[src/rtl/hyper_mvblck_todram_if.sv]
// Bus bundle for hyper_mvblck_todram: LSAB read side, scheduler request
// and MCU collision port. The mover is the master. ABORTED exists only
// when HYPER_MVBLCK_TODRAM_ABORT_FLAG_EN is defined.
interface hyper_mvblck_todram_if;
  logic        LSAB_0_EMPTY;
  logic        LSAB_1_EMPTY;
  logic        LSAB_2_EMPTY;
  logic        LSAB_3_EMPTY;
  logic        LSAB_READ;
  logic [1:0]  LSAB_SECTION;
  logic [11:0] START_ADDRESS;
  logic [4:0]  COUNT_REQ;
  logic [1:0]  SECTION;
  logic        ISSUE;
  logic [4:0]  COUNT_SENT;
  logic        WORKING;
  logic [11:0] MCU_COLL_ADDRESS;
  logic        MCU_REQUEST_ACCESS;
  logic        MCU_WRITE_MASK;
`ifdef HYPER_MVBLCK_TODRAM_ABORT_FLAG_EN
  logic        ABORTED;
`endif

  modport master (
    input  LSAB_0_EMPTY, LSAB_1_EMPTY, LSAB_2_EMPTY, LSAB_3_EMPTY,
    input  START_ADDRESS, COUNT_REQ, SECTION, ISSUE,
    output LSAB_READ, LSAB_SECTION, COUNT_SENT, WORKING,
`ifdef HYPER_MVBLCK_TODRAM_ABORT_FLAG_EN
    output ABORTED,
`endif
    output MCU_COLL_ADDRESS, MCU_REQUEST_ACCESS, MCU_WRITE_MASK
  );

  modport slave (
    output LSAB_0_EMPTY, LSAB_1_EMPTY, LSAB_2_EMPTY, LSAB_3_EMPTY,
    output START_ADDRESS, COUNT_REQ, SECTION, ISSUE,
    input  LSAB_READ, LSAB_SECTION, COUNT_SENT, WORKING,
`ifdef HYPER_MVBLCK_TODRAM_ABORT_FLAG_EN
    input  ABORTED,
`endif
    input  MCU_COLL_ADDRESS, MCU_REQUEST_ACCESS, MCU_WRITE_MASK
  );
endinterface

[src/rtl/hyper_mvblck_todram.sv]
// hyper_mvblck_todram: LSAB-to-DRAM block mover. Issues aligned DRAM slot
// pairs on the MCU collision port, pops LSAB words so they arrive with the
// slot data phase, and masks padding slots at unaligned block edges.
// Optional macro HYPER_MVBLCK_TODRAM_ABORT_FLAG_EN adds the ABORTED flag.
module hyper_mvblck_todram #(
  parameter int unsigned LSAB_RD_LAT = 1,
  parameter int unsigned MCU_WR_LAT  = 2
) (
  input logic                   CLK,
  input logic                   RST,
  hyper_mvblck_todram_if.master bus
);
  localparam int unsigned RD_STG = MCU_WR_LAT - LSAB_RD_LAT;

  typedef enum logic [1:0] {IDLE, ISSUE_RUN, DRAIN} state_e;

  state_e                state_q, state_d;
  logic [1:0]            section_q, section_d;
  logic [11:0]           addr_q, addr_d;
  logic [5:0]            slots_q, slots_d;
  logic [5:0]            last_q, last_d;
  logic [5:0]            k_q, k_d;
  logic                  first_q, first_d;
  logic [4:0]            count_sent_q, count_sent_d;
  logic                  working_q, working_d;
  // Slot-tag pipelines: stage j holds the slot presented j cycles ago.
  logic [MCU_WR_LAT-1:0] vld_q, vld_d;
  logic [RD_STG:0]       rd_q, rd_d;
  logic [MCU_WR_LAT:0]   pad_q, pad_d;
`ifdef HYPER_MVBLCK_TODRAM_ABORT_FLAG_EN
  logic                  abort_pend_q, abort_pend_d;
  logic                  aborted_q, aborted_d;
`endif

  logic [3:0] empty_vec;
  logic [5:0] slots_new, last_new;
  logic       slot_go, slot_useful;
  logic [5:0] slot_k;

  assign empty_vec = {bus.LSAB_3_EMPTY, bus.LSAB_2_EMPTY, bus.LSAB_1_EMPTY, bus.LSAB_0_EMPTY};
  assign slots_new = ({1'b0, bus.COUNT_REQ} + {5'b0, bus.START_ADDRESS[0]} + 6'd1) & 6'b111110;
  assign last_new  = {1'b0, bus.COUNT_REQ} + {5'b0, bus.START_ADDRESS[0]} - 6'd1;

  // Next-state: acceptance, pair-boundary empty checks, drain and slot pipelines.
  always_comb begin
    state_d      = state_q;
    section_d    = section_q;
    addr_d       = addr_q;
    slots_d      = slots_q;
    last_d       = last_q;
    k_d          = k_q;
    first_d      = first_q;
    working_d    = working_q;
    count_sent_d = count_sent_q + {4'b0, rd_q[RD_STG]};
    slot_go      = 1'b0;
    slot_k       = k_q;
`ifdef HYPER_MVBLCK_TODRAM_ABORT_FLAG_EN
    abort_pend_d = abort_pend_q;
    aborted_d    = aborted_q;
`endif
    unique case (state_q)
      IDLE: begin
        if (bus.ISSUE && (bus.COUNT_REQ != 5'd0)) begin
          section_d    = bus.SECTION;
          addr_d       = {bus.START_ADDRESS[11:1], 1'b0};
          slots_d      = slots_new;
          last_d       = last_new;
          first_d      = bus.START_ADDRESS[0];
          count_sent_d = '0;
          working_d    = 1'b1;
`ifdef HYPER_MVBLCK_TODRAM_ABORT_FLAG_EN
          aborted_d    = 1'b0;
          abort_pend_d = 1'b0;
`endif
          if (empty_vec[bus.SECTION]) begin
            state_d = DRAIN;
`ifdef HYPER_MVBLCK_TODRAM_ABORT_FLAG_EN
            abort_pend_d = 1'b1;
`endif
          end else begin
            slot_go = 1'b1;
            slot_k  = '0;
            k_d     = 6'd1;
            state_d = ISSUE_RUN;
          end
        end
      end
      ISSUE_RUN: begin
        if (k_q == slots_q) begin
          state_d = DRAIN;
        end else if (!k_q[0] && empty_vec[section_q]) begin
          state_d = DRAIN;
`ifdef HYPER_MVBLCK_TODRAM_ABORT_FLAG_EN
          abort_pend_d = (k_q <= last_q);
`endif
        end else begin
          slot_go = 1'b1;
          k_d     = k_q + 6'd1;
          addr_d  = addr_q + 12'd1;
        end
      end
      DRAIN: begin
        if (vld_q == '0) begin
          working_d = 1'b0;
          state_d   = IDLE;
`ifdef HYPER_MVBLCK_TODRAM_ABORT_FLAG_EN
          aborted_d = abort_pend_q;
`endif
        end
      end
      default: state_d = IDLE;
    endcase

    // first_d/last_d so the acceptance slot uses the freshly latched bounds.
    slot_useful = slot_go && (slot_k >= {5'b0, first_d}) && (slot_k <= last_d);

    vld_d[0] = slot_go;
    for (int unsigned j = 1; j < MCU_WR_LAT; j++) vld_d[j] = vld_q[j-1];
    rd_d[0] = slot_useful;
    for (int unsigned j = 1; j <= RD_STG; j++) rd_d[j] = rd_q[j-1];
    pad_d[0] = slot_go && !slot_useful;
    for (int unsigned j = 1; j <= MCU_WR_LAT; j++) pad_d[j] = pad_q[j-1];
  end

  // State and output registers, asynchronously cleared.
  always_ff @(posedge CLK or negedge RST) begin
    if (!RST) begin
      state_q      <= IDLE;
      section_q    <= '0;
      addr_q       <= '0;
      slots_q      <= '0;
      last_q       <= '0;
      k_q          <= '0;
      first_q      <= 1'b0;
      count_sent_q <= '0;
      working_q    <= 1'b0;
      vld_q        <= '0;
      rd_q         <= '0;
      pad_q        <= '0;
`ifdef HYPER_MVBLCK_TODRAM_ABORT_FLAG_EN
      abort_pend_q <= 1'b0;
      aborted_q    <= 1'b0;
`endif
    end else begin
      state_q      <= state_d;
      section_q    <= section_d;
      addr_q       <= addr_d;
      slots_q      <= slots_d;
      last_q       <= last_d;
      k_q          <= k_d;
      first_q      <= first_d;
      count_sent_q <= count_sent_d;
      working_q    <= working_d;
      vld_q        <= vld_d;
      rd_q         <= rd_d;
      pad_q        <= pad_d;
`ifdef HYPER_MVBLCK_TODRAM_ABORT_FLAG_EN
      abort_pend_q <= abort_pend_d;
      aborted_q    <= aborted_d;
`endif
    end
  end

  assign bus.LSAB_READ          = rd_q[RD_STG];
  assign bus.LSAB_SECTION       = section_q;
  assign bus.COUNT_SENT         = count_sent_q;
  assign bus.WORKING            = working_q;
  assign bus.MCU_COLL_ADDRESS   = addr_q;
  assign bus.MCU_REQUEST_ACCESS = vld_q[0];
  assign bus.MCU_WRITE_MASK     = pad_q[MCU_WR_LAT];
`ifdef HYPER_MVBLCK_TODRAM_ABORT_FLAG_EN
  assign bus.ABORTED            = aborted_q;
`endif
endmodule

[src/flat_wrapper.sv]
// flat-port wrapper written by rule: the top's interface ports become plain ports
module hyper_mvblck_todram_flat 
#(
  parameter int unsigned LSAB_RD_LAT = 1,
  parameter int unsigned MCU_WR_LAT  = 2
)
  (CLK, RST, bus_LSAB_0_EMPTY, bus_LSAB_1_EMPTY, bus_LSAB_2_EMPTY, bus_LSAB_3_EMPTY, bus_START_ADDRESS, bus_COUNT_REQ, bus_SECTION, bus_ISSUE, bus_LSAB_READ, bus_LSAB_SECTION, bus_COUNT_SENT, bus_WORKING, bus_MCU_COLL_ADDRESS, bus_MCU_REQUEST_ACCESS, bus_MCU_WRITE_MASK);
  hyper_mvblck_todram_if bus_i ();
  input logic CLK;
  input logic RST;
  input wire logic [$bits(bus_i.LSAB_0_EMPTY)-1:0] bus_LSAB_0_EMPTY;
  input wire logic [$bits(bus_i.LSAB_1_EMPTY)-1:0] bus_LSAB_1_EMPTY;
  input wire logic [$bits(bus_i.LSAB_2_EMPTY)-1:0] bus_LSAB_2_EMPTY;
  input wire logic [$bits(bus_i.LSAB_3_EMPTY)-1:0] bus_LSAB_3_EMPTY;
  input wire logic [$bits(bus_i.START_ADDRESS)-1:0] bus_START_ADDRESS;
  input wire logic [$bits(bus_i.COUNT_REQ)-1:0] bus_COUNT_REQ;
  input wire logic [$bits(bus_i.SECTION)-1:0] bus_SECTION;
  input wire logic [$bits(bus_i.ISSUE)-1:0] bus_ISSUE;
  output wire logic [$bits(bus_i.LSAB_READ)-1:0] bus_LSAB_READ;
  output wire logic [$bits(bus_i.LSAB_SECTION)-1:0] bus_LSAB_SECTION;
  output wire logic [$bits(bus_i.COUNT_SENT)-1:0] bus_COUNT_SENT;
  output wire logic [$bits(bus_i.WORKING)-1:0] bus_WORKING;
  output wire logic [$bits(bus_i.MCU_COLL_ADDRESS)-1:0] bus_MCU_COLL_ADDRESS;
  output wire logic [$bits(bus_i.MCU_REQUEST_ACCESS)-1:0] bus_MCU_REQUEST_ACCESS;
  output wire logic [$bits(bus_i.MCU_WRITE_MASK)-1:0] bus_MCU_WRITE_MASK;
  assign bus_i.LSAB_0_EMPTY = bus_LSAB_0_EMPTY;
  assign bus_i.LSAB_1_EMPTY = bus_LSAB_1_EMPTY;
  assign bus_i.LSAB_2_EMPTY = bus_LSAB_2_EMPTY;
  assign bus_i.LSAB_3_EMPTY = bus_LSAB_3_EMPTY;
  assign bus_i.START_ADDRESS = bus_START_ADDRESS;
  assign bus_i.COUNT_REQ = bus_COUNT_REQ;
  assign bus_i.SECTION = bus_SECTION;
  assign bus_i.ISSUE = bus_ISSUE;
  assign bus_LSAB_READ = bus_i.LSAB_READ;
  assign bus_LSAB_SECTION = bus_i.LSAB_SECTION;
  assign bus_COUNT_SENT = bus_i.COUNT_SENT;
  assign bus_WORKING = bus_i.WORKING;
  assign bus_MCU_COLL_ADDRESS = bus_i.MCU_COLL_ADDRESS;
  assign bus_MCU_REQUEST_ACCESS = bus_i.MCU_REQUEST_ACCESS;
  assign bus_MCU_WRITE_MASK = bus_i.MCU_WRITE_MASK;
  hyper_mvblck_todram #(.LSAB_RD_LAT(LSAB_RD_LAT), .MCU_WR_LAT(MCU_WR_LAT)) u_core (.CLK(CLK), .RST(RST), .bus(bus_i));
endmodule
[config.mk]
export PLATFORM = sky130hd
export DESIGN_NAME = hyper_mvblck_todram_flat
export DESIGN_NICKNAME = d
export VERILOG_FILES = /design/src/rtl/hyper_mvblck_todram_if.sv /design/src/rtl/hyper_mvblck_todram.sv /design/src/flat_wrapper.sv
export SDC_FILE = /design/constraint.sdc
export NUM_CORES = 1
export LEC_CHECK = 0
export BUFFER_PORTS_ARGS = -buffer_cell sky130_fd_sc_hd__buf_2
export CAP_MARGIN = 15
export CELL_PAD_IN_SITES_DETAIL_PLACEMENT = 0
export CELL_PAD_IN_SITES_GLOBAL_PLACEMENT = 2
export CORE_AREA = 4 4 100 102
export CTS_CLUSTER_DIAMETER = 60
export DETAILED_ROUTE_END_ITERATION = 16
export DIE_AREA = 0 0 104 106
export GPL_TIMING_DRIVEN = 0
export HOLD_SLACK_MARGIN = 0.03
export PLACE_DENSITY_LB_ADDON = 0.05
export SETUP_SLACK_MARGIN = 0.05
export SYNTH_ARGS = -nofsm -noshare
export SYNTH_HDL_FRONTEND = slang
export SYNTH_SLANG_ARGS = --single-unit
[constraint.sdc]
create_clock -name CLK -period 2.9 [get_ports CLK]
set_input_delay 0.58 -clock CLK [delete_from_list [all_inputs] [get_ports CLK]]
set_output_delay 0.58 -clock CLK [all_outputs]
set_load 0.005 [all_outputs]
==> implementation parameters, run 1 <==
Parameter                              Value

Die
  Vertical extent of the die    approximately 110 um
  Initial standard-cell utilization of the core    0.301
  Chip Width    around 100 um
  Site Rows    35
  Area inside the core boundary    9110 um^2
  Total die area    about 11000 um^2
  Number of top-level pins    49

Placement
  Detailed placement HPWL    roughly 5.4 mm
  Final weighted congestion in routability-driven placement    roughly 0.73
  Count of input and output buffers    48
  Number of cells after detailed placement    448
  Pre-CTS setup slack    -723 ps

CTS
  Clock latency of the later-clocked register in the worst-skew pair    300 ps
  Sinks on Clock Net    47
  Deepest level of the CTS H-tree    2
  Clock Tree Buf Depth    2
  Clock slew seen by the registers of the worst setup and hold paths    approximately 100 ps
  Clk Tree Root Cell    clkbuf_8
  CTS tree    done
  Number of clock buffers inserted by TritonCTS    5

Cells and area
  Seq. cell area    1180 um^2
  Final standard cell utilization of the core    0.391
  Antenna cell count    0
  Growth of design area from synthesis to finish    29.9%
  Total Nets Final    401
  Fill cell count    956
  Footprint of the multi-input gates    1650 um^2
  Non-filler instance count after layout    471
  Fraction of final layout cells sized beyond drive strength 1    0.314

Synthesis
  Net count after synthesis    around 330
  Sequential share of the synthesized area    0.428
  Synth Instances    289
  Distinct cell type count after synthesis    47
  Netlist area before placement    2750 um^2
  Async SR Flop Fraction    1.00
  Count of state elements after synthesis    47
  Top_reg_cell synth    dfrtp_1
  Synth warnings    0
  Synth Area per Inst    roughly 9.5 um^2
  Number of enable flip-flop cells after synthesis    0

STA
  Time the worst path needs with I/O delays and setup    2760 ps
  Post-layout worst setup margin    136 ps
  Final setup viols    0
  Setup repair after global routing missed its margin    yes
  Max transition margin    0.575
  Clock skew after layout    3.51 ps
  Max Transition Viols Final    0
  Fmax    362 MHz
  Tightest Pin Transition    ~640 ps
  Hold violation total from the final report    0
  Final clock period utilization by the worst path    0.953

Status
  Result of the run    finished, final reports clean

Setup path
  Critical Path, Cell by Cell    buf_6 > mux4_2 > a2111oi_4 > buf_6 > and2b_2 > ha_4 > a211oi_2 > nor2_1 > o32a_1 > a21oi_2 > nor2_1
  Critical path data required time    3080 ps
  Crit-path slowest cell    mux4_2
  Largest driver fanout on the critical path    4
  Critical Path Source Type    primary input
  Critical path start-end classification    in -> reg
  Element type at the critical path end    register
  Largest stage delay, worst path    550 ps
  Arrival time of data at the critical path endpoint    2950 ps

Run
  Maximum Capacitance Violations    0

Route
  Remaining antenna violation count    0
  Remaining routing DRC violations    0
  WL met1    3.93 mm
  Total Routed Length    7.56 mm
  Average wire per standard cell    16.1 um
  DRC marker count from the first detailed-route iteration    118
  Via density per instance    5.01
  Detailed-route via count    roughly 2400
  Highest metal layer with signal wires    met4
  Length of the first detailed-routing pass in iterations    4
  Routed wire length on met3    223 um
  Routed wl met2    roughly 3.4 mm

Global routing
  Global router's overall resource usage    0.139
  Wire length of the first global-routing pass    12.3 mm
  Number of antenna violations at the first check in global routing    0
  Vias in the first global route    2365
  Pin count of the biggest net entering global routing    48
  Aggregate global routing overflow    0

Power
  VDD IR-drop max    0.293 mV
  Power density normalized to cell area    887 nW/um^2
  Final total power    3.16 mW
  Total leakage power    1.61 nW

Hold path
  Class of the worst hold path    in -> async
==> placed cells by master, fill, tap and decap left out, drive strengths merged, types with 2 or more instances in the layout <==
master and n:
a211oi 5, a21o 2, a21oi 8, a221oi 7
a311oi 2, and2 3, and2b 2, and3 2
buf 65, clkbuf 15, clkinv 2, dfrtp 47
ha 16, inv 13, mux2 3, mux2i 2
mux4 2, nand2 36, nand2b 3, nand3 14
nand4 6, nor2 28, nor2b 5, nor3 8
nor3b 2, o211ai 2, o21a 4, o21ai 17
o22ai 4, o31ai 5, xnor2 12, xor2 9
==> what timing repair did <==
item	4_1_cts	5_1_grt
hold buffers	0	0
pin swaps	3	14
gates cloned	0	0
buffers inserted	5	9
endpoints found under the setup margin	2	2
resized for setup	19	23
==> worst paths after layout <==
check / from / cells past startpoint / slack [ps] / to
worst min-delay path: RST / 1 / 250 / u_core.bus.COUNT_SENT[4]
min in group CLK: u_core.pad_q[1] / 0 / 360 / u_core.pad_q[2]
worst max register to register: u_core.state_q[0] / 12 / 190 / u_core.pad_q[0]
worst max-delay path: bus_SECTION[0] / 11 / 140 / u_core.pad_q[0]
worst min register to register: u_core.pad_q[1] / 0 / 360 / u_core.pad_q[2]
max in group asynchronous: RST / 2 / 2100 / u_core.state_q[0]
==> worst max-delay path: cells and delay by family <==
kind                       cells  cell delay (ps)
AOI/OAI and AO/OA              4              970
muxes                          1              550
and+or+nand+nor                3              370
buffers and inverters          2              240
adders and majority gates      1              240
==> metrics by stage <==
stage | instance area [um^2] | TNS (ps) | hold WS [ps]
5_1_grt | 3560 | 0 | 285
3_5_place_dp | 3150 | -1340 | 335
3_3_place_gp | 3150 | -1310 | 336
2_1_floorplan | 2770 | 0 | 284
4_1_cts | 3360 | 0 | 357
6_report | 3560 | 0 | 249
==> power breakdown <==
part / switching [mW] / internal, mW
Clock: 0.242 / 0.171
Combinational: 0.879 / 0.725
Sequential: 0.228 / 0.917
Total: 1.35 / 1.81
==> Yosys cell counts (all sizes together), types with 3 or more instances <==
cell type  instances  area, um^2
mux2               3        37.5
nor2b              5        36.3
o21a               4        30.0
o31ai              5        42.5
xnor2             12         105
ha                16         200
dfrtp             47        1180
nand2             36         135
clkbuf            10        37.5
nor2              28         105
o21ai             17        96.4
and2               3        18.8
a211oi             5        42.5
nand4              6        37.5
xor2               9        78.8
inv               12        45.0
a221oi             7        61.3
nor3               8        40.0
nand2b             3        18.8
o22ai              4        25.0
a21oi              8        43.8
nand3             14        70.1
==> area by class of cell <==
cell class | instances | share of cell area
inverters | 12 | 0.0126
clock buffers | 5 | 0.0193
clock inverters | 3 | 0.00527
plain buffers | 12 | 0.0183
repair buffers | 63 | 0.113
well taps | 111 | 0.0390
flip-flops and latches | 47 | 0.330
multi-input cells | 218 | 0.462
==> state kept, by name (all words and copies together) (netlist names), 2 cells and up <==
register / flops
u_core.bus.COUNT_SENT: 5
u_core.bus.LSAB_SECTION: 2
u_core.bus.MCU_COLL_ADDRESS: 12
u_core.k_q: 6
u_core.last_q: 6
u_core.pad_q: 3
u_core.rd_q: 2
u_core.slots_q: 5
u_core.state_q: 2
u_core.vld_q: 2
==> layer usage <==
layer | GRT usage | vias up
li1 | - | 1167
met5 | 0 | -
met3 | 0.0249 | 2
met2 | 0.210 | 49
met1 | 0.207 | 1140
met4 | 0.0304 | 0
==> logic make-up (layout without fill, tap and decap cells) <==
group                    after synthesis  in the layout  synth area share
XOR/XNOR                              21             21            0.0670
AND/OR/NAND/NOR                      112            112             0.192
multiplexers                           7              7            0.0374
adder cells (fa/ha/maj)               16             16            0.0729
AO/OA/AOI/OAI                         62             62             0.169
buffers and inverters                 24             95            0.0333
flip-flops                            47             47             0.428
No activity file was read; power rests on OpenSTA's default activity.
==> run 2, diff against run 1 <==
Settings changed: BUFFER_PORTS_ARGS -buffer_cell sky130_fd_sc_hd__buf_2 to -buffer_cell sky130_fd_sc_hd__clkbuf_2.
==> implementation parameters, run 2 (synthesis results as in run 1) <==
Parameter                              Value

Status
  Result of the run    finished, final reports clean

Cells and area
  Final standard cell utilization of the core    0.384 (-0.00742)
  Fill cell count    949 (-0.73%)
  Total Nets Final    402 (+0.25%)
  Number of flip-flops in the largest register    12 (unchanged)
  Antenna cell count    0 (unchanged)
  Growth of design area from synthesis to finish    27.4%
  Most frequent standard cell in the layout excluding fill and tap cells    clkbuf_2
  Fraction of final layout cells sized beyond drive strength 1    0.294 (-0.0203)
  Commonest non-fill, non-tap cells in the layout    clkbuf_2 (50), dfrtp_1 (46), nand2_1 (36)

Route
  Total Routed Length    7.58 mm (+0.22%)
  Remaining antenna violation count    0 (unchanged)
  Length of the first detailed-routing pass in iterations    4 (unchanged)
  DRC marker count from the first detailed-route iteration    124 (+5.1%)
  Highest metal layer with signal wires    met4
  Routed wire length on met3    312 um (+40%)
  Average wire per standard cell    16.1 um (about the same)
  Detailed-route via count    2355 (-0.13%)
  Remaining routing DRC violations    0 (unchanged)
  Via density per instance    4.99 (-0.34%)
  WL met1    3.90 mm (-0.71%)
  Routed wl met2    3.32 mm (-1.7%)

Setup path
  Crit-path slowest cell    o32a_1
  Number of buffers and inverters on the critical path    2 (unchanged)
  Flop2flop setup slack    190 ps (about the same)
  Element type at the critical path end    register
  Critical Path Source Type    primary input
  Worst r2r src    u_core.state_q[1]
  Largest driver fanout on the critical path    4 (unchanged)
  Critical Path, Cell by Cell    clkbuf_2 > ha_2 > ha_4 > xor2_4 > nor3_2 > buf_4 > xnor2_1 > o21a_1 > ha_4 > a211oi_2 > nor2_1 > o32a_1 > a21oi_2 > nor2_1
  Largest stage delay, worst path    390 ps (-160 ps)
  Reg2Reg Depth    12 (unchanged)
  Reg2Reg Capture Point    u_core.pad_q[0]
  Critical path data required time    3090 ps (about the same)
  Top Family by Delay on Critical Path    compound AO/OA/AOI/OAI gates
  Critical path start-end classification    in -> reg
  Arrival time of data at the critical path endpoint    2930 ps (-20 ps)

CTS
  Number of clock buffers inserted by TritonCTS    5 (unchanged)
  Deepest level of the CTS H-tree    2 (unchanged)
  Number of buffers added to fix hold violations after cts    0 (unchanged)
  Sinks on Clock Net    47 (unchanged)
  Clock latency of the later-clocked register in the worst-skew pair    300 ps (about the same)
  CTS tree    done
  Clk Tree Root Cell    clkbuf_8
  Clock Tree Buf Depth    2 (unchanged)
  Clock slew seen by the registers of the worst setup and hold paths    100 ps (about the same)

Global routing
  Pin count of the biggest net entering global routing    32 (-33%)
  Wire length of the first global-routing pass    12.7 mm (+3.0%)
  Vias in the first global route    2378 (+0.55%)
  Aggregate global routing overflow    0 (unchanged)
  Global router's overall resource usage    0.144 (+0.00451)
  Number of antenna violations at the first check in global routing    0 (unchanged)

STA
  Tightest Pin Transition    637 ps (-0.418 ps)
  Final clock period utilization by the worst path    0.947 (-0.00569)
  Max Transition Viols Final    0 (unchanged)
  Setup repair after global routing missed its margin    no
  Hold violation total from the final report    0 (unchanged)
  Fmax    364 MHz (+0.60%)
  Max transition margin    0.575 (about the same)
  Worst Hold Slack    61.9 ps (-187 ps)
  Time the worst path needs with I/O delays and setup    2750 ps (-16.5 ps)
  Clock skew after layout    10.6 ps (+7.13 ps)
  Final setup viols    0 (unchanged)

Placement
  Final weighted congestion in routability-driven placement    0.727 (-0.40%)
  Detailed placement HPWL    5.57 mm (+3.7%)
  Count of input and output buffers    48 (unchanged)

Die
  Total die area    11000 um^2 (unchanged)
  Area inside the core boundary    9110 um^2 (unchanged)
  Initial standard-cell utilization of the core    0.301 (unchanged)
  Site Rows    35 (unchanged)
  Vertical extent of the die    106 um (unchanged)
  Number of top-level pins    49 (unchanged)
  Chip Width    104 um (unchanged)

Power
  Power density normalized to cell area    896 nW/um^2 (+0.98%)
  Final total power    3.13 mW (-0.94%)
  Total leakage power    1.59 nW (-1.4%)
  VDD IR-drop max    0.294 mV (+0.62%)

Run
  Maximum Capacitance Violations    0 (unchanged)

Hold path
  Class of the worst hold path    in -> async
-- run 2: cell count changes in the layout (fill, tap and decap cells not counted), sizes merged --
cell / delta
clkbuf: +48
buf: -47
clkinvlp: +2
clkinv: -1
inv: -1
-- run 2: worst max-delay path by stage --
stage | slack (ps) | startpoint | to | cells past startpoint
finish | 150 | bus_START_ADDRESS[0] | u_core.pad_q[0] | 14
detailed placement | -730 | bus_COUNT_REQ[2] | u_core.pad_q[0] | 13
floorplan | 60 | bus_SECTION[0] | u_core.pad_q[0] | 9
global route | 70 | bus_START_ADDRESS[0] | u_core.pad_q[0] | 14
global placement | -700 | bus_COUNT_REQ[2] | u_core.pad_q[0] | 13
CTS | 60 | bus_COUNT_REQ[2] | u_core.pad_q[0] | 13
-- run 2: area by class of cell --
class,count,area [um^2],share of cell area
buffer,12,65.1,0.0186
clock buffer,5,68.8,0.0197
clock inverter,3,20.0,0.00572
inverter,12,45.0,0.0129
multi-input combinational,218,1590,0.454
sequential,47,1180,0.337
tap,111,139,0.0397
timing repair buffer,64,393,0.112
-- run 2: what timing repair did --
action | CTS | global route
endpoints found under the hold margin | 0 | 0
endpoints found under the setup margin | 2 | 2
pin swaps | 4 | 6
buffers inserted | 10 | 4
resized for setup | 18 | 7
-- run 2: power by group --
part	internal (mW)	switching (mW)
clock	0.168	0.239
combinational	0.698	0.885
sequential	0.917	0.224
total	1.78	1.35
-- run 2: per-layer routing --
layer  track usage  up-vias
met2         0.218       54
met1         0.216     1123
met4        0.0285        0
met5             0        -
li1              -     1174
met3        0.0243        4
-- run 2: per-stage QoR --
stage / area (um^2) / TNS (ps) / setup slack (ps) / cells
floorplan: 2770 / 0 / 56.3 / 289
global placement: 3150 / -1320 / -695 / 448
detailed placement: 3200 / -1360 / -729 / 450
CTS: 3440 / 0 / 60.5 / 468
global route: 3500 / 0 / 74.9 / 472
finish: 3500 / 0 / 152 / 472
==> run 3, diff against run 2 <==
Settings changed: BUFFER_PORTS_ARGS -buffer_cell sky130_fd_sc_hd__clkbuf_2 to not set, CORE_AREA 4 4 100 102 to 4 4 98 100, DIE_AREA 0 0 104 106 to 0 0 102 104, DONT_BUFFER_PORTS set to 1.
==> implementation parameters, run 3 (synthesis results as in run 1) <==
Parameter                              Value

Status
  Result of the run    finished, final reports clean

Global routing
  Aggregate global routing overflow    0 (unchanged)
  Busiest layer in global routing    met1
  Vias in the first global route    2263 (-4.8%)
  Met2 routing resource usage after global routing    0.215 (-0.00279)
  GR met1 Demand/Resource    0.227 (+0.0114)
  Global router's overall resource usage    0.149 (+0.00482)
  Met3 track demand over resource in global routing    0.0302 (+0.00589)
  Pin count of the biggest net entering global routing    48 (+50%)
  Wire length of the first global-routing pass    12.3 mm (-2.9%)
  Number of antenna violations at the first check in global routing    0 (unchanged)

Setup path
  Element type at the critical path end    register
  Arrival time of data at the critical path endpoint    2900 ps (-30 ps)
  Largest driver fanout on the critical path    3 (-1)
  Reg2Reg Capture Point    u_core.pad_q[0]
  Worst r2r src    u_core.state_q[1]
  Critical path start-end classification    in -> reg
  Reg2Reg Depth    12 (unchanged)
  Critical Path Source Type    primary input
  Flop2flop setup slack    180 ps (about the same)
  Critical path data required time    3090 ps (about the same)

Route
  Length of the first detailed-routing pass in iterations    4 (unchanged)
  Total Routed Length    7.50 mm (-1.0%)
  Remaining routing DRC violations    0 (unchanged)
  Via density per instance    5.21 (+4.5%)
  Average wire per standard cell    18.1 um (+13%)
  DRC marker count from the first detailed-route iteration    56 (-55%)
  Remaining antenna violation count    0 (unchanged)
  Detailed-route via count    2164 (-8.1%)

CTS
  Number of clock buffers inserted by TritonCTS    5 (unchanged)
  Sinks on Clock Net    47 (unchanged)
  Clock latency of the later-clocked register in the worst-skew pair    310 ps (about the same)
  Clock Tree Buf Depth    2 (unchanged)
  Clk Tree Root Cell    clkbuf_8
  Deepest level of the CTS H-tree    2 (unchanged)
  CTS tree    done
  Clock slew seen by the registers of the worst setup and hold paths    90 ps (about the same)

Cells and area
  Seq. cell area    1180 um^2 (-0.11%)
  Number of flip-flops in the largest register    12 (unchanged)
  Most frequent standard cell in the layout excluding fill and tap cells    dfrtp_1
  Total Nets Final    348 (-13%)
  Fill cell count    910 (-4.1%)
  Fraction of final layout cells sized beyond drive strength 1    0.169 (-0.124)
  Antenna cell count    0 (unchanged)
  Final standard cell utilization of the core    0.372 (-0.0122)
  Growth of design area from synthesis to finish    17.5%
  Footprint of the multi-input gates    1590 um^2 (about the same)
  Final standard cell area without fillers    3230 um^2 (-7.8%)
  Commonest non-fill, non-tap cells in the layout    dfrtp_1 (47), nand2_1 (36), nor2_1 (27)
  Non-filler instance count after layout    415 (-12%)

Die
  Initial standard-cell utilization of the core    0.316 (+0.0149)
  Number of top-level pins    49 (unchanged)
  Chip Width    102 um (-1.9%)
  Site Rows    34 (-2.9%)
  Area inside the core boundary    8680 um^2 (-4.7%)
  Vertical extent of the die    104 um (-1.9%)
  Total die area    10600 um^2 (-3.8%)

Placement
  Detailed placement HPWL    5.31 mm (-4.6%)
  Final weighted congestion in routability-driven placement    0.701 (-3.7%)
  Count of input and output buffers    0 (-100%)
  Number of cells after detailed placement    397 (-12%)
  Instance area at placement    2910 um^2 (-9.1%)

STA
  Final clock period utilization by the worst path    0.937 (-0.0105)
  Max transition margin    0.628 (+0.0530)
  Final setup viols    0 (unchanged)
  Clock skew after layout    10.8 ps (+0.207 ps)
  Max Transition Viols Final    0 (unchanged)
  Tightest Pin Transition    557 ps (-79.4 ps)
  Worst Hold Slack    112 ps (+50.0 ps)
  Time the worst path needs with I/O delays and setup    2720 ps (-30.6 ps)
  Setup repair after global routing missed its margin    no
  Fmax    368 MHz (+1.1%)
  Hold violation total from the final report    0 (unchanged)

Hold path
  Class of the worst hold path    in -> async

Power
  Power density normalized to cell area    967 nW/um^2 (+8.0%)
  Final total power    3.12 mW (-0.38%)
  VDD IR-drop max    0.317 mV (+7.8%)
  Total leakage power    1.38 nW (-13%)

Run
  Maximum Capacitance Violations    0 (unchanged)
-- run 3: layout make-up --
| cell class | count | area share |
|---|---|---|
| Clock buffer | 6 | 0.0256 |
| Tap cell | 108 | 0.0419 |
| Inverter | 12 | 0.0140 |
| Timing Repair Buffer | 10 | 0.0295 |
| Clock inverter | 2 | 0.0109 |
| Multi-Input combinational cell | 218 | 0.492 |
| Buffer | 12 | 0.0213 |
| Sequential cell | 47 | 0.365 |
-- run 3: how the worst max path moves through the flow --
| stage | endpoint | startpoint | slack, ps |
|---|---|---|---|
| 6_report | u_core.pad_q[0] | bus_COUNT_REQ[0] | 180 |
| 5_1_grt | u_core.pad_q[0] | bus_COUNT_REQ[0] | 30 |
| 4_1_cts | u_core.pad_q[0] | bus_COUNT_REQ[0] | 70 |
| 3_5_place_dp | u_core.pad_q[0] | bus_COUNT_REQ[2] | -680 |
| 3_3_place_gp | u_core.pad_q[0] | bus_COUNT_REQ[2] | -660 |
| 2_1_floorplan | u_core.pad_q[0] | bus_SECTION[0] | 60 |
-- run 3: worst max-delay path, stage by stage --
cell and delay [ps]:
ha_1 210, ha_4 290, inv_1 50, ha_2 180, inv_1 60, nor3_2 40, xor2_1 180, o21a_1 210
ha_1 280, nand4_1 150, a21oi_1 70, o32a_1 390, a21oi_2 150, nor2_1 60
-- run 3: per-stage QoR --
step,setup WS [ps],TNS [ps]
2_1_floorplan,56.3,0
6_report,183,0
3_3_place_gp,-656,-1220
5_1_grt,34.8,0
4_1_cts,67.2,0
3_5_place_dp,-680,-1250
-- run 3: layer usage --
layer | part of all wire | wire (um)
met1 | 0.49 | 3690
met2 | 0.45 | 3380
met3 | 0.051 | 384
met4 | 0.0076 | 57
met5 | 0 | 0
-- run 3: power by group --
group / internal, mW / switching [mW] / total [mW]
combinational: 0.606 / 0.817 / 1.42
sequential: 0.916 / 0.260 / 1.18
clock: 0.280 / 0.241 / 0.521
-- run 3: repair_timing --
item	CTS	global route
endpoints found under the setup margin	2	2
hold buffers	1	0
pin swaps	1	9
hold endpoints to repair	47	0
setup buffers	5	4
gates resized for setup	12	14
